===== src/rtl/hazard_stall_controller.sv =====
// hazard_stall_controller
//   ID-stage hazard sequencer for the 5-stage MIPS pipeline. Detects load-use
//   and branch-operand hazards against EX and MEM, and drives the PC / IF/ID
//   write enables, the ID/EX bubble and the IF/ID flush. Also keeps a
//   saturating count of cycles in which the PC was held.
// Ports
//   clk, rst                 pipeline clock (rising edge), async active-high reset
//   id_rs, id_rt             source registers of the instruction in ID
//   id_uses_rt               ID instruction reads rt
//   id_branch, id_br_taken   ID instruction is beq/bne; ID redirects PC this cycle
//   ex_mem_read, ex_reg_write, ex_dst   EX load / register-write / destination
//   mem_mem_read, mem_dst    MEM load / destination
//   flush_all                redirect from a later stage, overrides everything
//   pc_write, ifid_write     PC and IF/ID load enables
//   idex_bubble, ifid_flush  nop into ID/EX; clear IF/ID
//   stall_cnt                saturating count of cycles with pc_write==0
module hazard_stall_controller #(
  parameter int unsigned REG_W = 5,
  parameter int unsigned CNT_W = 16
) (
  input  logic             clk,
  input  logic             rst,
  input  logic [REG_W-1:0] id_rs,
  input  logic [REG_W-1:0] id_rt,
  input  logic             id_uses_rt,
  input  logic             id_branch,
  input  logic             id_br_taken,
  input  logic             ex_mem_read,
  input  logic             ex_reg_write,
  input  logic [REG_W-1:0] ex_dst,
  input  logic             mem_mem_read,
  input  logic [REG_W-1:0] mem_dst,
  input  logic             flush_all,
  output logic             pc_write,
  output logic             ifid_write,
  output logic             idex_bubble,
  output logic             ifid_flush,
  output logic [CNT_W-1:0] stall_cnt
);

  typedef enum logic {IDLE, HOLD} state_t;

  state_t state, state_nxt;

  logic ex_hit, mem_hit;
  logic lu, br1, br2;

  // Register 0 is hard-wired zero, so a write to it never creates a hazard.
  assign ex_hit  = (ex_dst != '0) &&
                   ((ex_dst == id_rs) || (id_uses_rt && (ex_dst == id_rt)));
  assign mem_hit = (mem_dst != '0) &&
                   ((mem_dst == id_rs) || (id_uses_rt && (mem_dst == id_rt)));

  assign lu  = ex_mem_read && ex_hit;
  assign br1 = id_branch && ex_reg_write && !ex_mem_read && ex_hit;
  assign br2 = id_branch && mem_mem_read && mem_hit;

  always_comb begin
    state_nxt   = state;
    pc_write    = 1'b1;
    ifid_write  = 1'b1;
    idex_bubble = 1'b0;
    ifid_flush  = 1'b0;
    if (rst) begin
      // Outputs are combinational, so reset must also hold the pipeline.
      state_nxt   = IDLE;
      pc_write    = 1'b0;
      ifid_write  = 1'b0;
      idex_bubble = 1'b1;
      ifid_flush  = 1'b1;
    end else if (flush_all) begin
      state_nxt   = IDLE;
      idex_bubble = 1'b1;
      ifid_flush  = 1'b1;
    end else if (state == HOLD) begin
      state_nxt   = IDLE;
      pc_write    = 1'b0;
      ifid_write  = 1'b0;
      idex_bubble = 1'b1;
    end else if (lu || br1 || br2) begin
      // Load feeding a branch needs the value out of MEM, hence two stalls.
      if (lu && id_branch) state_nxt = HOLD;
      pc_write    = 1'b0;
      ifid_write  = 1'b0;
      idex_bubble = 1'b1;
    end else begin
      ifid_flush  = id_br_taken;
    end
  end

  always_ff @(posedge clk or posedge rst) begin
    if (rst) begin
      state     <= IDLE;
      stall_cnt <= '0;
    end else begin
      state <= state_nxt;
      if (!pc_write && (stall_cnt != '1))
        stall_cnt <= stall_cnt + 1'b1;
    end
  end

endmodule


===== config.mk =====
export PLATFORM = sky130hd
export DESIGN_NAME = hazard_stall_controller
export DESIGN_NICKNAME = d
export VERILOG_FILES = /design/src/rtl/hazard_stall_controller.sv
export SDC_FILE = /design/constraint.sdc
export NUM_CORES = 1
export LEC_CHECK = 0
export CAP_MARGIN = 30
export CORE_UTILIZATION = 42
export CTS_CLUSTER_DIAMETER = 50
export DETAILED_ROUTE_END_ITERATION = 6
export PLACE_DENSITY_LB_ADDON = 0.25
export SETUP_SLACK_MARGIN = 0.4
export SLEW_MARGIN = 40
export SYNTH_ARGS = -nofsm -noshare
export SYNTH_HDL_FRONTEND = slang
export SYNTH_SLANG_ARGS = --single-unit
export TNS_END_PERCENT = 5

===== constraint.sdc =====
create_clock -name clk -period 2.6 [get_ports clk]
set_input_delay 0.26 -clock clk [delete_from_list [all_inputs] [get_ports clk]]
set_output_delay 0.26 -clock clk [all_outputs]
set_load 0.01 [all_outputs]

-- After elaboration in Yosys (flattened, before gate mapping)
Cells that the tools add are included.
- $add $sub $neg: 1
- eq/ne operators: 5
- mux-type cells: 17
- reduce and logical (&&, ||, !) cells: 20
- operators by type and width (kind ; count):
    $eq 5x5->1 ; 4
    $mux 1 ; 17
    $add 16x1->16 const B ; 1
    $ne 16x16->1 const B ; 1
    $logic_and 1x1->1 ; 12
    $reduce_bool 5->1 ; 2
    $logic_or 1x1->1 ; 4
    $logic_not 1->1 ; 2
- register bits after elaboration: 17
- bits of input ports: 29
- output and inout port bits: 20
- word-level logic and storage cells: 45

-- Logic depth before layout (Yosys ltp)
- depth after elaboration: 13
- mapped depth: 9
- gate-level depth less buffers: 8

-- Worst setup path before layout
No wires, ideal clock.
- kind: register to register
- from: register stall_cnt[3]
- to: register stall_cnt[3]
- library setup time: 0.129 ns
- arrival time: 1.859 ns
- required time: 2.471 ns
- path slack: 0.611 ns
- cell stages (with the launch flop): 8
- path through: dfrtp_1 > and3_1 > nand3_2 > or2_2 > o32ai_4 > buf_6 > nor2_1 > xor2_1
- cells in the longest elaborated chain, start to end: 2
- elaborated cells on any way between the ends: 3
- classes of those cells: 1 x add/sub; 1 x eq/ne; 1 x reduce/logical
- RTL lines (element ; line ; source):
    from (decl) ; 38 ; output logic [CNT_W-1:0] stall_cnt
    from (signal assigned) ; 98 ; stall_cnt <= stall_cnt + 1'b1;
    parallel branches: the longest is 2 deep, another holds $add 16x1->16 ; n/a ;
Several ways; the timed one is not identified.
A chain may end at the register's enable or synchronous reset.

-- Worst setup path after layout
- from: register stall_cnt[1]
- to: register stall_cnt[1]
Same word-level chain as after synthesis.

==> impl_metrics.py <==
metrics = {
    "run_status": {
        "status": "finished, final reports clean",
    },
    "critical_path": {
        "crit_chain": "ha_2 -> nand3_2 -> or2_4 -> o32ai_4 -> buf_6 -> mux2_2",
        "worstSetupEndpointType": "flop",
        "cp-start-kind": "flop",
        "critPathCapture": "stall_cnt[1]$_DFFE_PP0P_",
        "worstRegToRegCells": 6,
        "regToRegEndpoint": "stall_cnt[1]$_DFFE_PP0P_",
        "crit_family": "simple AND/OR/NAND/NOR gates",
        "max_stage_delay_ps": 430,
        "crit_slowest_cell": "dfrtp_1",
        "worst_ep_required_time_ps": 2780,
        "cp.arrival_ps": 2320,
        "path_class": "flop to flop",
        "r2r-start": "stall_cnt[1]$_DFFE_PP0P_",
        "crit_start": "stall_cnt[1]$_DFFE_PP0P_",
        "cp_max_fo": 6,
        "cp_num_buf_inv": 1,
        "crit_cells": 6,
        "r2r_setup_slack_ps": 460,
    },
    "timing": {
        "fin_hold_ws_ps": 458,
        "timing.fmax_ghz": 0.466,
        "drv_slew": 0,
        "fin_crit_ps": 2140,
        "tightest_slew_ps": 661,
        "rsz0062_at_grt": "true",
        "relSlewSlack": 0.559,
        "fin_crit_sh": 0.825,
        "clock-skew-final_ps": 4.08,
        "setup_viol": 0,
        "hold_violations": 0,
    },
    "hold_path": {
        "min_from": "ex_dst[4]",
        "hold_class": "primary input to flop",
    },
    "cts": {
        "holdBufCountCts": 0,
        "numCtsBuffers": 3,
        "clk_pin_slew_ps": 100,
        "insertion_delay_ps": 290,
        "clkSinkCount": 17,
        "htreeDepth": 1,
        "root_buffer": "clkbuf_4",
        "clock_path_buffers": 2,
        "cts_tree": "done",
    },
    "yosys": {
        "synth-edff-count": 0,
        "ys_types": 30,
        "seq_area_frac_synth": 0.362,
        "ys_warn_count": 0,
        "yosysTopAreaCellShare": 0.362,
        "ys.flop_type": "dfrtp_1",
        "netlist_top_cells_count": "xnor2_1 (21), dfrtp_1 (17), nand2_1 (14), xor2_1 (12), nand3_1 (10)",
        "netlist_area_mm2": 0.00117,
        "synth-seq-cells": 17,
        "synthTopCellsByArea": "dfrtp_1 (36%), xnor2_1 (16%), xor2_1 (8.9%)",
        "synth_nets": 152,
        "yosys.area.top_type": "dfrtp_1",
        "synthArstFlopShare": 1.00,
        "synth_most_common_cell": "xnor2_1",
        "syn_avg_cell_area_um2": 9.63,
        "syn_inst": 122,
    },
    "floorplanning": {
        "die_h_um": 54.9,
        "core.rowCount": 18,
        "coreArea_mm2": 0.00257,
        "io_pins": 49,
        "die_area_mm2": 0.00301,
        "die_w_um": 54.9,
        "start_util": 0.458,
    },
    "layout": {
        "stdcell_count": 206,
        "nFillCells": 207,
        "fin_area_mm2": 0.00182,
        "finalNetCount": 207,
        "layout-drive-gt1-share": 0.176,
        "diodes": 0,
        "area_growth_syn_to_layout_pct": 54.5,
    },
    "routing": {
        "dr.pass1.iters": 4,
        "wire_per_inst_um": 14.6,
        "vias": 1094,
        "drt_iter0_markers": 21,
        "via_per_inst": 5.31,
        "wl_um": 3000,
        "drtAntennaViolNets": 0,
        "drc": 0,
    },
    "power_and_ir_drop": {
        "vdd_drop_max_mv": 0.518,
        "power.leakage_nw": 0.864,
        "total_power_uw": 986,
        "p_per_area_mw_per_mm2": 543,
    },
    "global_routing": {
        "grt_max_degree": 18,
        "grt_pass1_vias": 1039,
        "grt_pass1_wl_um": 4370,
        "overflow": 0,
        "track_usage": 0.200,
        "grt_antenna_before_repair": 0,
    },
    "placed_design": {
        "place_inst": 201,
        "placed_cell_area_mm2": 0.00170,
        "gp_congestion": 0.865,
        "io_buffers": 48,
        "place_hpwl_um": 2240,
    },
    "run": {
        "cap_viol_max_count": 0,
    },
}
cell families after synthesis:
| group | after synthesis | synth area share |
|---|---|---|
| AO/OA/AOI/OAI | 8 | 0.0778 |
| XOR/XNOR | 33 | 0.246 |
| adder cells (fa/ha/maj) | 1 | 0.0106 |
| buffers and inverters | 7 | 0.0320 |
| flip-flops | 17 | 0.362 |
| multiplexers | 2 | 0.0192 |
| AND/OR/NAND/NOR | 54 | 0.252 |
placed cells by master (no fill, tap or decap), types with 2 or more instances in the layout:
master	instances
buf_4	2
buf_6	2
clkbuf_2	3
clkbuf_4	3
clkdlybuf4s50_1	24
dfrtp_1	15
dfrtp_2	2
dlygate4sd2_1	4
dlymetal6s2s_1	17
inv_1	5
nand2_1	14
nand3_1	9
nand3_2	2
nand4_1	4
nor2_1	7
nor3_1	3
nor3_2	3
nor3_4	2
nor4_1	2
xnor2_1	21
xor2_1	12
stage by stage:
step	utilization	worst slack, ps	TNS (ps)
final	0.707	455	0
after detailed placement	0.661	-28.0	-55.8
after floorplan	-	611	0
after global placement	0.661	47.5	0
after CTS	0.679	154	0
after global routing	0.707	387	0
metal layers:
metal / track usage / vias up / wire length [um]
met3: 0.0492 / 0 / 190
met5: 0 / - / 0
met2: 0.335 / 48 / 1510
met1: 0.269 / 515 / 1310
met4: 0.0250 / 0 / 0
li1: - / 531 / -
power by group:
part,internal [mW],switching [mW],leakage [nW]
Clock,0.0596,0.0806,0.0150
Sequential,0.327,0.0906,0.212
Combinational,0.233,0.195,0.637
Total,0.620,0.366,0.864
worst min-delay path by stage:
stage / to / slack, ps / cells past startpoint
2_1_floorplan: stall_cnt[0]$_DFFE_PP0P_ / 190 / 1
3_3_place_gp: state$_DFF_PP0_ / 440 / 1
3_5_place_dp: state$_DFF_PP0_ / 440 / 1
4_1_cts: state$_DFF_PP0_ / 480 / 1
5_1_grt: state$_DFF_PP0_ / 460 / 5
6_report: state$_DFF_PP0_ / 460 / 5
flip-flops by register name, indices dropped and copies added (netlist names):
signal     flops
stall_cnt     16
state          1
cell type report:
cell class / instances / area (um^2) / area share
flip-flops and latches: 17 / 428 / 0.236
multi-input cells: 98 / 764 / 0.421
inverters: 5 / 18.8 / 0.0103
repair buffers: 52 / 541 / 0.298
clock buffers: 4 / 26.3 / 0.0145
well taps: 30 / 37.5 / 0.0207
timing repair:
action / 4_1_cts / 5_1_grt
endpoints found under the setup margin: 16 / 19
resized for setup: 11 / 34
pin swaps: 3 / 11
setup buffers: 1 / 0
worst register-to-register path, delay by kind of cell (launching register included):
kind            cells  cell delay, ps
buf+inv             1             200
fa+ha+maj           1             250
flops               1             430
compound gates      1             370
mux                 1             330
simple gates        2             460
Power figures use the tool's default switching activity.
